===== src/rtl/rmt_repair_ctrl.sv =====
// -----------------------------------------------------------------------------
// rmt_repair_ctrl
//
// Restores the speculative rename map table (RMT) after a recovery event
// (branch mispredict, exception). It copies the architectural map table (AMT)
// into the RMT, N_REPAIR_PACKETS entries per cycle. While the copy is in
// progress, rename is held stalled through repairBusy_o.
//
// Walk timing, where T is the cycle in which recoverFlag_i is high:
//   READ state         : cycles T+1 .. T+B        (B = SIZE_RMT / N_REPAIR_PACKETS)
//   repair beats       : cycles T+2 .. T+B+1      (one cycle behind the AMT read)
//   repairDone_o       : cycle  T+B+1             (with the final beat)
//   repairBusy_o       : cycles T   .. T+B+1
//
// Ports
//   clk             in   core clock
//   reset           in   synchronous, active-high reset
//   recoverFlag_i   in   one-cycle pulse that starts (or restarts) a repair walk
//   amtRdAddr_o     out  AMT read addresses, lane k at [k*SIZE_RMT_LOG +: SIZE_RMT_LOG];
//                        zero while idle
//   amtRdData_i     in   AMT read data, combinational, returned in the same cycle
//   repairFlag_o    out  repair beat valid toward the RMT
//   repairAddr_o    out  RMT write addresses, one per lane
//   repairData_o    out  RMT write data (physical tags), one per lane
//   repairBusy_o    out  rename must stall while high (combinational)
//   repairDone_o    out  one-cycle pulse that accompanies the final beat
//
// Optional feature (compile-time macro RMT_REPAIR_PERF_EN)
//   repairEvents_o  out  32b saturating count of accepted recoverFlag_i pulses
//   repairCycles_o  out  32b saturating count of cycles with repairBusy_o high
//   With the macro undefined, these ports and counters are absent.
// -----------------------------------------------------------------------------
module rmt_repair_ctrl #(
    parameter int SIZE_RMT          = 64,
    parameter int SIZE_RMT_LOG      = 6,
    parameter int SIZE_PHYSICAL_LOG = 7,
    parameter int N_REPAIR_PACKETS  = 4
) (
    input  logic                                          clk,
    input  logic                                          reset,
    input  logic                                          recoverFlag_i,
    output logic [N_REPAIR_PACKETS*SIZE_RMT_LOG-1:0]      amtRdAddr_o,
    input  logic [N_REPAIR_PACKETS*SIZE_PHYSICAL_LOG-1:0] amtRdData_i,
    output logic                                          repairFlag_o,
    output logic [N_REPAIR_PACKETS*SIZE_RMT_LOG-1:0]      repairAddr_o,
    output logic [N_REPAIR_PACKETS*SIZE_PHYSICAL_LOG-1:0] repairData_o,
    output logic                                          repairBusy_o,
    output logic                                          repairDone_o
`ifdef RMT_REPAIR_PERF_EN
    ,
    output logic [31:0]                                   repairEvents_o,
    output logic [31:0]                                   repairCycles_o
`endif
);

    localparam int NUM_BEATS = SIZE_RMT / N_REPAIR_PACKETS;
    localparam logic [SIZE_RMT_LOG-1:0] LAST_BEAT   = SIZE_RMT_LOG'(NUM_BEATS - 1);
    localparam logic [SIZE_RMT_LOG-1:0] LANE_STRIDE = SIZE_RMT_LOG'(N_REPAIR_PACKETS);

    // A partial final beat would leave RMT entries unrepaired, so refuse to
    // elaborate such a configuration.
    if ((SIZE_RMT % N_REPAIR_PACKETS) != 0) begin : gParamCheck
        $error("rmt_repair_ctrl: SIZE_RMT (%0d) must be a multiple of N_REPAIR_PACKETS (%0d)",
               SIZE_RMT, N_REPAIR_PACKETS);
    end

    typedef enum logic {
        IDLE = 1'b0,
        READ = 1'b1
    } state_t;

    state_t                                  state;
    logic [SIZE_RMT_LOG-1:0]                 beatCnt;
    logic [N_REPAIR_PACKETS*SIZE_RMT_LOG-1:0] walkAddr;
    logic                                    readActive;

    assign readActive = (state == READ);

    // Lane k of beat n reads AMT entry n*N_REPAIR_PACKETS + k.
    genvar gi;
    generate
        for (gi = 0; gi < N_REPAIR_PACKETS; gi++) begin : gLane
            assign walkAddr[gi*SIZE_RMT_LOG +: SIZE_RMT_LOG] =
                (beatCnt * LANE_STRIDE) + SIZE_RMT_LOG'(gi);
        end
    endgenerate

    // AMT addresses are forced to zero while idle so the AMT read port sees no
    // spurious activity between walks.
    assign amtRdAddr_o = readActive ? walkAddr : '0;

    // Combinational so that rename already stalls in the cycle that carries
    // the recovery pulse, and stays stalled until the last beat has left.
    assign repairBusy_o = recoverFlag_i | readActive | repairFlag_o;

    // Walk sequencer with registered repair outputs. Each READ cycle captures
    // its addresses and the AMT data into the output registers, so a beat
    // always appears exactly one cycle after its AMT read. This holds even
    // when a restart arrives in the same cycle: RMT writes are idempotent copies
    // of the AMT, so finishing the in-flight beat is harmless.
    always_ff @(posedge clk) begin
        if (reset) begin
            state        <= IDLE;
            beatCnt      <= '0;
            repairFlag_o <= 1'b0;
            repairAddr_o <= '0;
            repairData_o <= '0;
            repairDone_o <= 1'b0;
        end else begin
            repairFlag_o <= readActive;
            repairDone_o <= 1'b0;

            // The output registers hold their value between walks; consumers
            // qualify them with repairFlag_o.
            if (readActive) begin
                repairAddr_o <= walkAddr;
                repairData_o <= amtRdData_i;
            end

            case (state)
                IDLE: begin
                    if (recoverFlag_i) begin
                        state   <= READ;
                        beatCnt <= '0;
                    end
                end
                READ: begin
                    if (recoverFlag_i) begin
                        // Restart. Done is not pulsed for the aborted walk,
                        // even when the restart lands on its final beat.
                        beatCnt <= '0;
                    end else if (beatCnt == LAST_BEAT) begin
                        state        <= IDLE;
                        beatCnt      <= '0;
                        repairDone_o <= 1'b1;
                    end else begin
                        beatCnt <= beatCnt + SIZE_RMT_LOG'(1);
                    end
                end
                default: begin
                    state   <= IDLE;
                    beatCnt <= '0;
                end
            endcase
        end
    end

`ifdef RMT_REPAIR_PERF_EN
    // Performance counters. Both saturate instead of wrapping, so a long run
    // never reports a misleadingly small value.
    always_ff @(posedge clk) begin
        if (reset) begin
            repairEvents_o <= '0;
            repairCycles_o <= '0;
        end else begin
            if (recoverFlag_i && (repairEvents_o != '1)) begin
                repairEvents_o <= repairEvents_o + 32'd1;
            end
            if (repairBusy_o && (repairCycles_o != '1)) begin
                repairCycles_o <= repairCycles_o + 32'd1;
            end
        end
    end
`endif

endmodule


===== config.mk =====
export PLATFORM = sky130hd
export DESIGN_NAME = rmt_repair_ctrl
export DESIGN_NICKNAME = d
export VERILOG_FILES = /design/src/rtl/rmt_repair_ctrl.sv
export SDC_FILE = /design/constraint.sdc
export NUM_CORES = 1
export LEC_CHECK = 0
export CELL_PAD_IN_SITES_DETAIL_PLACEMENT = 0
export CELL_PAD_IN_SITES_GLOBAL_PLACEMENT = 2
export CORE_ASPECT_RATIO = 0.5
export CORE_MARGIN = 3
export CORE_UTILIZATION = 20
export CTS_CLUSTER_SIZE = 40
export DETAILED_ROUTE_END_ITERATION = 8
export HOLD_SLACK_MARGIN = 0.05
export MAX_ROUTING_LAYER = met4
export PLACE_DENSITY = 0.81
export SYNTH_ARGS = -nofsm -noshare
export SYNTH_HDL_FRONTEND = slang
export SYNTH_SLANG_ARGS = --single-unit

===== constraint.sdc =====
create_clock -name clk -period 1.6 [get_ports clk]
set_clock_uncertainty 0.15 [all_clocks]
set_input_delay 0.32 -clock clk [delete_from_list [all_inputs] [get_ports clk]]
set_output_delay 0.32 -clock clk [all_outputs]
set_load 0.1 [all_outputs]

After elaboration in Yosys (flattened, before gate mapping)
Index checks and enable logic that the tools add are counted.
{"block": "word_totals", "ff_bits": 59, "output_inout_bits": 79, "input_bits": 31, "elab_cells": 26}
{"block": "classes", "bitwise_logic": 3, "n_eq_ne": 2, "n_mux": 10, "addsub": 4, "n_reduce_logical": 1}
{"cell": "$mux W24", "n": 1}
{"cell": "$mux W6", "n": 3}
{"cell": "$add A6 B1 Y6 const B", "n": 2}
{"cell": "$add A6 B2 Y6 const B", "n": 2}
{"cell": "$pmux W6 S2", "n": 1}
{"cell": "$eq A6 B4 Y1 const B", "n": 1}
{"cell": "$mux W1", "n": 4}
{"cell": "$reduce_or A3 Y1", "n": 1}
{"cell": "$ne A2 B2 Y1 const B", "n": 1}
{"cell": "$or A1 B1 Y1", "n": 2}
{"cell": "$pmux W1 S2", "n": 1}
{"cell": "$not A1 Y1", "n": 1}

Logic depth before layout (Yosys ltp)
{"block": "depth", "ltp_word": 4, "depth_mapped": 4}

Least setup slack after synthesis
No wires, ideal clock.
{"block": "synth_path", "path_kind": "reg-to-output", "startpoint": "register state (netlist: readActive)", "endpoint": "output amtRdAddr_o[10]", "path_slack_ps": -719, "stages_incl_launch_ff": 4, "t_required_ps": 1130, "t_arrival_ps": 1849, "cell_sequence": "dfxtp_1 > buf_4 > and2_1 > buf_4"}
{"block": "synth_between", "elab_chain_len": 1}
{"element": "start, declared", "line_no": "72", "text": "state_t state;"}
{"element": "start signal, assigned", "line_no": "103", "text": "state <= IDLE;"}
{"element": "start signal, assigned", "line_no": "123", "text": "state <= READ;"}
{"element": "start signal, assigned", "line_no": "133", "text": "state <= IDLE;"}
{"element": "$mux W24", "line_no": "90", "text": "assign amtRdAddr_o = readActive ? walkAddr : '0;"}
{"element": "end, declared", "line_no": "42", "text": "output logic [N_REPAIR_PACKETS*SIZE_RMT_LOG-1:0] amtRdAddr_o,"}
Every way passes these cells.

Worst setup path after layout
{"block": "layout_path", "startpoint": "register state (netlist: readActive)", "endpoint": "output amtRdAddr_o[20]"}
Same word-level chain as after synthesis.

==> reports/metrics.cfg <==
[setup_path]
critPathTopFamily = flip-flops
r2r-start = readActive
worstRegToRegCells = 4
crit_path_cell_trace = buf_12 > and2_4 > buf_12
endpoint_kind = output pin
cp_num_buf_inv = 2
r2r_end = repairData_o[6]
crit_path_frequent_cell = buf_12
worst_ep_arrival_time_ps = 1170
r2r_slack_ps = 110
critPathRequiredTime_ps = 1130
critical_path_cell_count = 3
crit_path_max_fanout = 6
cp-endpoint = amtRdAddr_o[20]
startpoint = readActive
slowest_delay_ps = 370
crit_type = flop to output pin
slowest_stage = dfxtp_4
start_kind = flop

[clock_tree]
cts_tree = done
numCtsBuffers = 5
clk_path_buf_depth = 2
htreeDepth = 2
cts.clk_slew.worst_paths_ps = 60
cts_root_buffer = clkbuf_16
clock-sinks = 42
cts_hold_buf = 0
clock_latency_ps = 280

[hold_path]
hp-class = flop to flop

[finish]
final_cell_mix = 72 x buf_12, 39 x nor2_1, 32 x dfxtp_1
fin_nets = 304
final_common_cell = buf_12
syn_to_final_growth_pct = 99.06
antenna_cells = 0
drive_gt1_frac = 0.3860
fill_cells = 812

[detailed_routing]
dr_total_vias = 1516
via_per_inst = 3.897
drc_errors = 0
wl_mm = 4.992
firstDrtPassIters = 3
dr.first_iter.drc_count = 71
wl_per_cell_um = 12.83
postRouteAntennaNets = 0

[place]
gp_congestion = 0.7841
place_hpwl_mm = 4.007
io_buffers = 101
pre_cts_ws_ps = -259.1

[sta]
rsz0062_at_grt = true
post-route-min-period_ps = 1635
whs_ps = 339.6
finalCritPeriodShare = 1.022
setup_tns_ps = -443.0
setup_viol = 17
max_freq_mhz = 611.6
setup_ws_ps = -35.07
slew_violations = 0
hold_viol_final = 0

[yosys]
ys_warn_count = 0
syn_avg_cell_area_um2 = 9.565
synth_cells = 194
synth-edff-count = 0
synth-seq-cells = 42
synthDistinctLibCells = 28
synthFlopType = dfxtp_1
yosysSeqAreaShare = 0.4531
ys_async_sr_fraction = 0
syn-cell-area_um2 = 1856

[global_routing]
grt_max_degree = 34
track_usage = 0.09531
grt_pass1_wl_mm = 7.762
grt_pass1_vias = 1532
gr-total-overflow = 0
antenna_found_initial = 0

[floorplanning]
initial_core_util = 0.2095
rows = 24
die_x_um = 142.2
die_h_um = 74.11
die_area_um2 = 10540
ios = 110
core_um2 = 8859

[pwr]
swShare = 0.3533
p_int_mw = 2.337
clock_power_share = 0.318
switching_power_mw = 1.277
power_density_nw_per_um2 = 978.4
comb_power_share = 0.356
power_leakage_nw = 1.515
ir_drop_mv = 0.4163
power_frac_seq = 0.326

[run_status]
status = finished with violations
violations = negative setup slack

[flow_run]
max_cap_viol_count = 0

-- stage by stage --
step	power (mW)	instance area [um^2]	util	cells
2_1_floorplan	2.042	2011	-	201
3_5_place_dp	2.485	3491	0.3941	380
4_1_cts	3.674	3699	0.4175	390
5_1_grt	3.758	3694	0.4169	389
6_report	3.614	3694	0.4169	389
3_3_place_gp	2.472	3491	0.3941	380
-- state kept, by name, summed over array words and instances (netlist names) --
name and flops:
repairAddr_o 5, repairFlag_o 1, beatCnt 6, repairData_o 28, repairDone_o 1, readActive 1
-- cells by family after synthesis --
kind of cell,count (synthesis),synth area share
AO/OA/AOI/OAI,11,0.03709
XOR/XNOR,1,0.004721
adder cells (fa/ha/maj),1,0.006742
buffers and inverters,49,0.1902
flip-flops,42,0.4531
multiplexers,29,0.1564
other,1,0.002021
AND/OR/NAND/NOR,60,0.1497
-- layer usage --
layer / vias up / track usage / part of all wire
met3: 2 / 0.02248 / 0.047
li1: 742 / - / -
met1: 727 / 0.1087 / 0.39
met2: 45 / 0.1708 / 0.55
met4: 0 / 0.02553 / 0.0076
met5: - / - / 0
-- layout make-up --
| class | count | area [um^2] | share of cell area |
|---|---|---|---|
| clock inverters | 1 | 30.03 | 0.008130 |
| flip-flops and latches | 42 | 855.8 | 0.2317 |
| clock buffers | 6 | 138.9 | 0.03760 |
| multi-input cells | 110 | 701.9 | 0.1900 |
| repair buffers | 112 | 1817 | 0.4919 |
| well taps | 117 | 146.4 | 0.03963 |
| inverters | 1 | 3.754 | 0.001016 |
-- power by group through the flow --
stage | Sequential, mW | Combinational [mW] | Clock (mW)
after floorplan | 1.56 | 0.482 | 0
after global placement | 1.20 | 1.27 | 0
after detailed placement | 1.21 | 1.28 | 0
after CTS | 1.18 | 1.30 | 1.20
after global routing | 1.19 | 1.32 | 1.25
final | 1.18 | 1.29 | 1.15
-- how the worst min path moves through the flow --
stage	from	end	depth (start not counted)
6_report	beatCnt[5]	repairDone_o	1
5_1_grt	beatCnt[5]	repairDone_o	1
4_1_cts	beatCnt[5]	repairDone_o	1
2_1_floorplan	beatCnt[5]	repairDone_o	1
3_3_place_gp	beatCnt[5]	repairDone_o	1
3_5_place_dp	beatCnt[5]	repairDone_o	1
-- cells in the mapped netlist (2+ instances only) --
| cell | number | area (um^2) |
|---|---|---|
| mux2i_1 | 29 | 290.3 |
| or3_1 | 2 | 12.51 |
| a21oi_1 | 6 | 30.03 |
| and2_1 | 4 | 25.02 |
| buf_4 | 43 | 322.8 |
| nand3_1 | 3 | 15.01 |
| o21ai_0 | 2 | 10.01 |
| nand2_1 | 3 | 11.26 |
| dfxtp_1 | 42 | 840.8 |
| clkbuf_1 | 4 | 15.01 |
| nor2_1 | 39 | 146.4 |
-- what timing repair did --
item                       in CTS  in global routing
pin swaps                       1                  0
buffers inserted                3                  0
setup endpoints to repair      21                 23
gates resized for setup         4                  2
(Power assumes the default switching activity.)
